`config.mk`:
```
export PLATFORM = sky130hd
export DESIGN_NAME = aes2_ct_fifo
export DESIGN_NICKNAME = d
export VERILOG_FILES = /design/src/rtl/aes2_ct_fifo.sv
export SDC_FILE = /design/constraint.sdc
export NUM_CORES = 1
export LEC_CHECK = 0
export ABC_AREA = 1
export CAP_MARGIN = 40
export CORE_MARGIN = 5
export CORE_UTILIZATION = 63
export DETAILED_ROUTE_END_ITERATION = 8
export GPL_TIMING_DRIVEN = 0
export PLACE_DENSITY_LB_ADDON = 0.05
export SLEW_MARGIN = 15
export SYNTH_ARGS = -nofsm -noshare
export SYNTH_HDL_FRONTEND = slang
export SYNTH_SLANG_ARGS = --single-unit
```
`constraint.sdc`:
```
create_clock -name clk_i -period 12.8 [get_ports clk_i]
set_input_delay 3.2 -clock clk_i [delete_from_list [all_inputs] [get_ports clk_i]]
set_output_delay 3.2 -clock clk_i [all_outputs]
set_load 0.1 [all_outputs]
```
`src/rtl/aes2_ct_fifo.sv`:
```
// Ciphertext capture FIFO behind the AES-192 core: edge-triggered capture of
// 128-bit results, drained by the register-bus wrapper one 32-bit word at a time.
module aes2_ct_fifo #(
  parameter int unsigned DEPTH      = 4,
  parameter int unsigned CT_WIDTH   = 128,
  parameter int unsigned DATA_WIDTH = 32
) (
  input  logic                                         clk_i,
  input  logic                                         rst_i,
  input  logic [CT_WIDTH-1:0]                          ct_i,
  input  logic                                         ct_valid_i,
  input  logic                                         clr_i,
  input  logic                                         lock_i,
  input  logic                                         pop_word_i,
  output logic [DATA_WIDTH-1:0]                        rd_data_o,
  output logic                                         rd_valid_o,
  output logic [$clog2(CT_WIDTH/DATA_WIDTH)-1:0]       word_idx_o,
  output logic [$clog2(DEPTH):0]                       count_o,
  output logic                                         empty_o,
  output logic                                         full_o,
  output logic                                         overflow_o
);

  localparam int unsigned WPE = CT_WIDTH / DATA_WIDTH;
  localparam int unsigned PW  = $clog2(DEPTH);
  localparam int unsigned IW  = $clog2(WPE);
  localparam int unsigned CW  = PW + 1;

  logic [CT_WIDTH-1:0] mem_q [DEPTH];
  logic [PW-1:0]       wr_ptr_q, wr_ptr_d;
  logic [PW-1:0]       rd_ptr_q, rd_ptr_d;
  logic [IW-1:0]       word_idx_q, word_idx_d;
  logic [CW-1:0]       count_q, count_d;
  logic                overflow_q, overflow_d;
  logic                ct_valid_q;

  logic push, pop_acc, free_entry, wr_en, drop, is_full, is_empty, rd_valid;

  assign is_empty   = (count_q == '0);
  assign is_full    = (count_q == CW'(DEPTH));
  assign rd_valid   = ~is_empty & ~lock_i;
  assign push       = ct_valid_i & ~ct_valid_q;
  assign pop_acc    = pop_word_i & rd_valid;
  assign free_entry = pop_acc & (word_idx_q == IW'(WPE - 1));
  // A full FIFO still accepts a capture when the same cycle frees the head entry.
  assign wr_en      = push & ~clr_i & (~is_full | free_entry);
  assign drop       = push & ~clr_i & is_full & ~free_entry;

  // Next-state for pointers, word index, occupancy and sticky overflow.
  always_comb begin
    wr_ptr_d   = wr_ptr_q;
    rd_ptr_d   = rd_ptr_q;
    word_idx_d = word_idx_q;
    count_d    = count_q;
    overflow_d = overflow_q;
    if (clr_i) begin
      wr_ptr_d   = '0;
      rd_ptr_d   = '0;
      word_idx_d = '0;
      count_d    = '0;
      overflow_d = 1'b0;
    end else begin
      if (wr_en) begin
        wr_ptr_d = wr_ptr_q + PW'(1);
      end
      if (pop_acc) begin
        if (free_entry) begin
          word_idx_d = '0;
          rd_ptr_d   = rd_ptr_q + PW'(1);
        end else begin
          word_idx_d = word_idx_q + IW'(1);
        end
      end
      count_d = count_q + CW'(wr_en) - CW'(free_entry);
      if (drop) begin
        overflow_d = 1'b1;
      end
    end
  end

  always_ff @(posedge clk_i or posedge rst_i) begin
    if (rst_i) begin
      wr_ptr_q   <= '0;
      rd_ptr_q   <= '0;
      word_idx_q <= '0;
      count_q    <= '0;
      overflow_q <= 1'b0;
      ct_valid_q <= 1'b0;
    end else begin
      wr_ptr_q   <= wr_ptr_d;
      rd_ptr_q   <= rd_ptr_d;
      word_idx_q <= word_idx_d;
      count_q    <= count_d;
      overflow_q <= overflow_d;
      ct_valid_q <= ct_valid_i;
    end
  end

  // Storage needs no reset: it is only observable through rd_valid.
  always_ff @(posedge clk_i) begin
    if (wr_en) begin
      mem_q[wr_ptr_q] <= ct_i;
    end
  end

  always_comb begin
    rd_data_o = '0;
    if (rd_valid) begin
      rd_data_o = mem_q[rd_ptr_q][32'(word_idx_q) * DATA_WIDTH +: DATA_WIDTH];
    end
  end

  assign rd_valid_o = rd_valid;
  assign word_idx_o = word_idx_q;
  assign count_o    = count_q;
  assign empty_o    = is_empty;
  assign full_o     = is_full;
  assign overflow_o = overflow_q;

endmodule

```
==> results of run 1 <==
## logic make-up (layout without fill, tap and decap cells)
family                   count (synthesis)  in the layout  share of synthesized area (%)
adder cells (fa/ha/maj)                  7              7                          0.415
AND/OR/NAND/NOR                       1089           1089                           19.9
XOR/XNOR                                 2              2                         0.0765
flip-flops                             523            523                           68.3
buffers and inverters                  577            908                           10.4
AO/OA/AOI/OAI                           38             38                          0.831
other                                    0              4                              0
## layer usage
layer / global-route usage (%) / up-vias / wire, microns
li1: - / 7718 / -
met1: 39.2 / 7798 / 22800
met2: 49.5 / 890 / 29600
met3: 4.15 / 148 / 5160
met4: 11.8 / 2 / 2230
met5: 0 / - / 13
## state kept, by name, indices dropped and copies added (netlist names)
signal	flops
rd_ptr_q	2
ct_valid_q	1
wr_ptr_q	2
overflow_o	1
count_o	3
mem_q	512
word_idx_o	2
## cell usage after synthesis
master and count:
nand2_1 681, edfxtp_1 512, inv_1 466, nand3_1 360, buf_2 55, nor2_1 42, a21oi_1 33, clkbuf_1 19
buf_6 14, buf_4 12, dfrtp_1 11, buf_1 9, ha_1 6, o21ai_0 5, nor3_1 2, and3_1 1
clkinv_1 1, fa_1 1, inv_4 1, nand4_1 1, nand4_2 1, nor2_2 1, xnor2_1 1, xor2_1 1
## worst min path at each step
| stage | endpoint | slack, ps | depth (start not counted) |
|---|---|---|---|
| after floorplan | wr_ptr_q[1] | 520 | 2 |
| after global placement | overflow_o | 490 | 2 |
| after detailed placement | overflow_o | 470 | 2 |
| after CTS | overflow_o | 530 | 2 |
| after global routing | overflow_o | 560 | 2 |
| final | overflow_o | 530 | 2 |
## power groups by stage
stage	registers [uW]	clock network (uW)	logic (uW)
finish	1910	1420	201
global route	1910	1510	212
CTS	1910	1430	199
detailed placement	1950	0	198
global placement	1950	0	167
floorplan	1950	0	77.8
## metrics by stage
step                util [%]  hold WS [ps]  setup slack, ps  instances
finish                  78.7           531             4230       3032
global route            78.7           558             4180       3032
CTS                     78.6           535             4220       3028
detailed placement      74.2           473             4230       2938
global placement        70.5           486            -1900       2871
floorplan                  -           519             3040       2236
## cell type report
cell class	count	area share, %
Tap cell	461	2.05
Sequential cell	523	55.7
Multi-Input combinational cell	1136	17.4
Clock buffer	65	4.88
Inverter	468	6.26
Clock inverter	25	0.694
Buffer	109	2.23
Antenna cell	4	0.0356
Timing Repair Buffer	241	10.8
## critical path, stage by stage
cell and delay (ps):
clkdlybuf4s50_1 450, nor2_2 320, buf_2 290, nand2_1 70, nor2_1 250, clkdlybuf4s50_1 580, buf_8 200
## layout by cell type (no fill, tap or decap), types with 8 or more instances in the layout
master           instances
nand2_1                681
edfxtp_1               512
inv_1                  466
nand3_1                360
clkdlybuf4s50_1        174
buf_2                   55
clkbuf_16               53
nor2_1                  38
buf_8                   37
a21oi_1                 33
clkbuf_1                31
buf_16                  18
buf_6                   14
clkinv_1                12
buf_4                   12
buf_12                  12
dfrtp_1                 11
buf_1                    9
clkinv_2                 8
==> impl_metrics.yaml, run 1 <==
route:
  drt_iter0_drc: 1700
  wl_per_cell_microns: 19.7
  drtPass1Iterations: 6
  drc: 0
  drt-total-wl_microns: 59800
  ant_nets: 0
  via_per_inst: 5.46
  vias: 16556
clock_network:
  htree_num_levels: 2
  clock_path_buffers: 3
  cts.clk_slew.worst_paths_ps: 60
  cts_made_buffers: 51
  hold_buffers: 0
  cts_resized: 0
  clockRootBuffer: "clkbuf_16"
  cts_setup_buffers: 0
  clkSinkCount: 523
  clock_latency_ps: 590
  tritoncts: "done"
global_route:
  grt_use_total_pct: 29.4
  grt_pass1_wl_microns: 91900
  antenna_found_initial: 5
  first_global_vias: 16659
  grt_overflow: 0
  grt_max_degree: 25
power_and_ir_drop:
  comb_power_share_pct: 5.7
  p_leak_uw: 0.0122
  switchingPower_uw: 737
  power_uw: 3530
  clock_power_share_pct: 40.3
  swShare_pct: 20.8
  power.density_nw_per_um2: 126
  p_int_uw: 2800
  power_frac_seq_pct: 54.0
  peakVddDrop_mv: 0.103
cells_and_area:
  area_growth_syn_to_layout_pct: 22.8
  seq_area_sq_um: 15700
  fin_nets: 2671
  layout-drive-gt1-share_pct: 8.65
  multi_input_area_sq_um: 4890
  design_area_sq_um: 28100
  fillCellCount: 2237
place:
  dpl_cell_area_sq_um: 26500
  gp_congestion: 0.839
  portBuffers: 174
  post-dp-hpwl_microns: 41400
critical_path:
  end_kind: "primary output"
  r2r-start: "count_o[1]"
  path_max_fanout: 10
  path_class: "input pin to primary output"
  cp_data_arrival_time_ps: 5370
  r2r-end: "mem_q[0][107]"
  endpoint: "rd_data_o[17]"
  crit_start: "lock_i"
  r2r_slack_ps: 9610
  reg2regPathDepth: 10
  cp.required_ps: 9600
  worstSetupStartpointType: "input pin"
timing:
  relSlewSlack_pct: 50.2
  worstMarginPinSlew_ps: 747
  drv_slew: 0
  finalHoldViolCount: 0
  setup_tns_ps: 0
  max_freq_ghz: 0.117
  rsz0062_at_grt: "false"
  period_needed_ps: 8570
  skew_ps: 14.0
  setup_viol: 0
  post-route-period-util_pct: 67.0
floorplan:
  core-area_sq_um: 35700
  placementRows: 69
  io-pin-count: 175
  die_y_microns: 201
  start_util_pct: 64.1
  die_w_microns: 201
  die_area_sq_um: 40300
logic_synthesis:
  ys_seq_area_share_pct: 68.3
  avgSynthCellArea_sq_um: 10.2
  synth_top_cell_area_share_pct: 67.1
  ys_ff_latch: 523
  synth.largest_area_cell: "edfxtp_1"
  synthesis.area_sq_um: 22900
  syn_nets: 2377
  synthTopCellsByArea: "edfxtp_1 67%, nand2_1 11%, nand3_1 7.9%"
  synth_cell_types: 24
  yosys_warnings: 0
  synthCells: 2236
min_path:
  min_from: "overflow_o"
  holdCritPathClass: "flop to flop"
run_status:
  outcome: "completed"
run:
  maxCapViolations: 0
(Power assumes the default switching activity.)
==> run 2: changes to the inputs <==
- CORE_UTILIZATION: 63 -> 53
- clock period: 12.8 -> 7 ns (I/O delays scaled with it)
==> run 2 against run 1 <==
Effect of this change: total power increased by 89%; register-to-register slack got worse by 5900 ps; global-route usage is 4.6 points lower; largest power group unchanged.
==> impl_metrics.yaml, run 2 (synthesis gave the netlist of run 1 again) <==
cells_and_area:
  layout_commonest_cell: "nand2_1"
  regMostFlops: "mem_q"
  layout_common_cells: "681 x nand2_1, 512 x edfxtp_1, 466 x inv_1, 360 x nand3_1, 174 x clkdlybuf4s50_1"
  design_area_sq_um: 28300
  area_growth_syn_to_layout_pct: 23.8
  fin_nets: 2672
  largest_reg_flops: 512
  layout-drive-gt1-share_pct: 8.68
clock_network:
  clkSinkCount: 523
  clock_path_buffers: 3
  tritoncts: "done"
  htree_num_levels: 2
  cts_made_buffers: 53
  cts_resized: 0
  cts.clk_slew.worst_paths_ps: 60
  hold_buffers: 0
  cts_setup_buffers: 0
  clock_latency_ps: 600
  clockRootBuffer: "clkbuf_16"
min_path:
  holdCritPathClass: "flop to flop"
  min_from: "overflow_o"
floorplan:
  die_w_microns: 218
  core-area_sq_um: 42900
  die_y_microns: 218
  io-pin-count: 175
  start_util_pct: 53.4
  placementRows: 76
  die_area_sq_um: 47500
critical_path:
  cp.required_ps: 5250
  crit_start: "lock_i"
  path_class: "input pin to primary output"
  cp_data_arrival_time_ps: 3990
  worstSetupStartpointType: "input pin"
  end_kind: "primary output"
  path_max_fanout: 10
  r2r-start: "word_idx_o[0]"
timing:
  period_needed_ps: 5740
  setup_tns_ps: 0
  skew_ps: 15.3
  post-route-period-util_pct: 82.0
  max_freq_ghz: 0.174
  finalHoldViolCount: 0
  rsz0062_at_grt: "false"
  worstMarginPinSlew_ps: 794
  setup_viol: 0
  drv_slew: 0
  relSlewSlack_pct: 46.9
power_and_ir_drop:
  power.density_nw_per_um2: 236
  p_leak_uw: 0.0122
  peakVddDrop_mv: 0.194
route:
  drt_iter0_drc: 1396
  via_per_inst: 5.10
  drtPass1Iterations: 7
  ant_nets: 0
  wl_per_cell_microns: 18.9
  drc: 0
  vias: 16114
  drt-total-wl_microns: 59600
global_route:
  grt_pass1_wl_microns: 90000
  grt_overflow: 0
  grt_use_total_pct: 24.8
  antenna_found_initial: 3
  grt_max_degree: 25
  first_global_vias: 15975
run_status:
  outcome: "completed"
place:
  portBuffers: 174
  post-dp-hpwl_microns: 41300
  dpl_cell_area_sq_um: 26600
  gp_congestion: 0.825
run:
  maxCapViolations: 0
-- run 2: final timing paths --
kind	endpoint	slack [ps]	cells past startpoint
worst max-delay path	rd_data_o[20]	1260	7
worst min-delay path	overflow_o	510	2
worst max register to register	mem_q[2][101]	3700	9
worst min register to register	overflow_o	510	2
max in group asynchronous	wr_ptr_q[0]	5220	2
min in group asynchronous	ct_valid_q	1460	2
-- run 2: area by class of cell --
type                            instances  area [sq um]
Timing Repair Buffer                  240          2960
Sequential cell                       523         15700
Clock inverter                         26           285
Antenna cell                            3          7.51
Buffer                                109           628
Inverter                              468          1760
Tap cell                              585           732
Fill cell                            3290         14500
Clock buffer                           67          1440
Multi-Input combinational cell       1136          4890
-- run 2: per-layer routing --
layer	track usage (%)	vias to the layer above	share of wire (%)
met4	8.10	0	2.8
met5	0	-	0
met2	41.6	574	48
met1	33.1	7700	42
li1	-	7718	-
met3	4.86	122	7.1
-- run 2: critical path: stages --
cell	delay, ps
clkdlybuf4s50_1	440
nor2_2	330
buf_2	290
nand2_1	80
nor2_1	290
clkdlybuf4s50_1	600
buf_8	210
-- run 2: report_power, final --
part | switching, uW | internal [uW] | total (uW)
Clock | 1140 | 1690 | 2840
Sequential | 10.4 | 3480 | 3490
Combinational | 216 | 145 | 362
-- run 2: per-stage QoR --
| step | hold slack (ps) | instances | setup slack, ps | utilization (%) | power (uW) |
|---|---|---|---|---|---|
| 3_3_place_gp | 479 | 2995 | -6620 | 59.2 | 3880 |
| 4_1_cts | 502 | 3154 | 1320 | 66.1 | 6720 |
| 6_report | 509 | 3157 | 1260 | 66.1 | 6690 |
| 3_5_place_dp | 486 | 3061 | 1330 | 62.1 | 3920 |
| 5_1_grt | 516 | 3155 | 1240 | 66.1 | 6870 |
| 2_1_floorplan | 519 | 2236 | -1310 | - | 3720 |
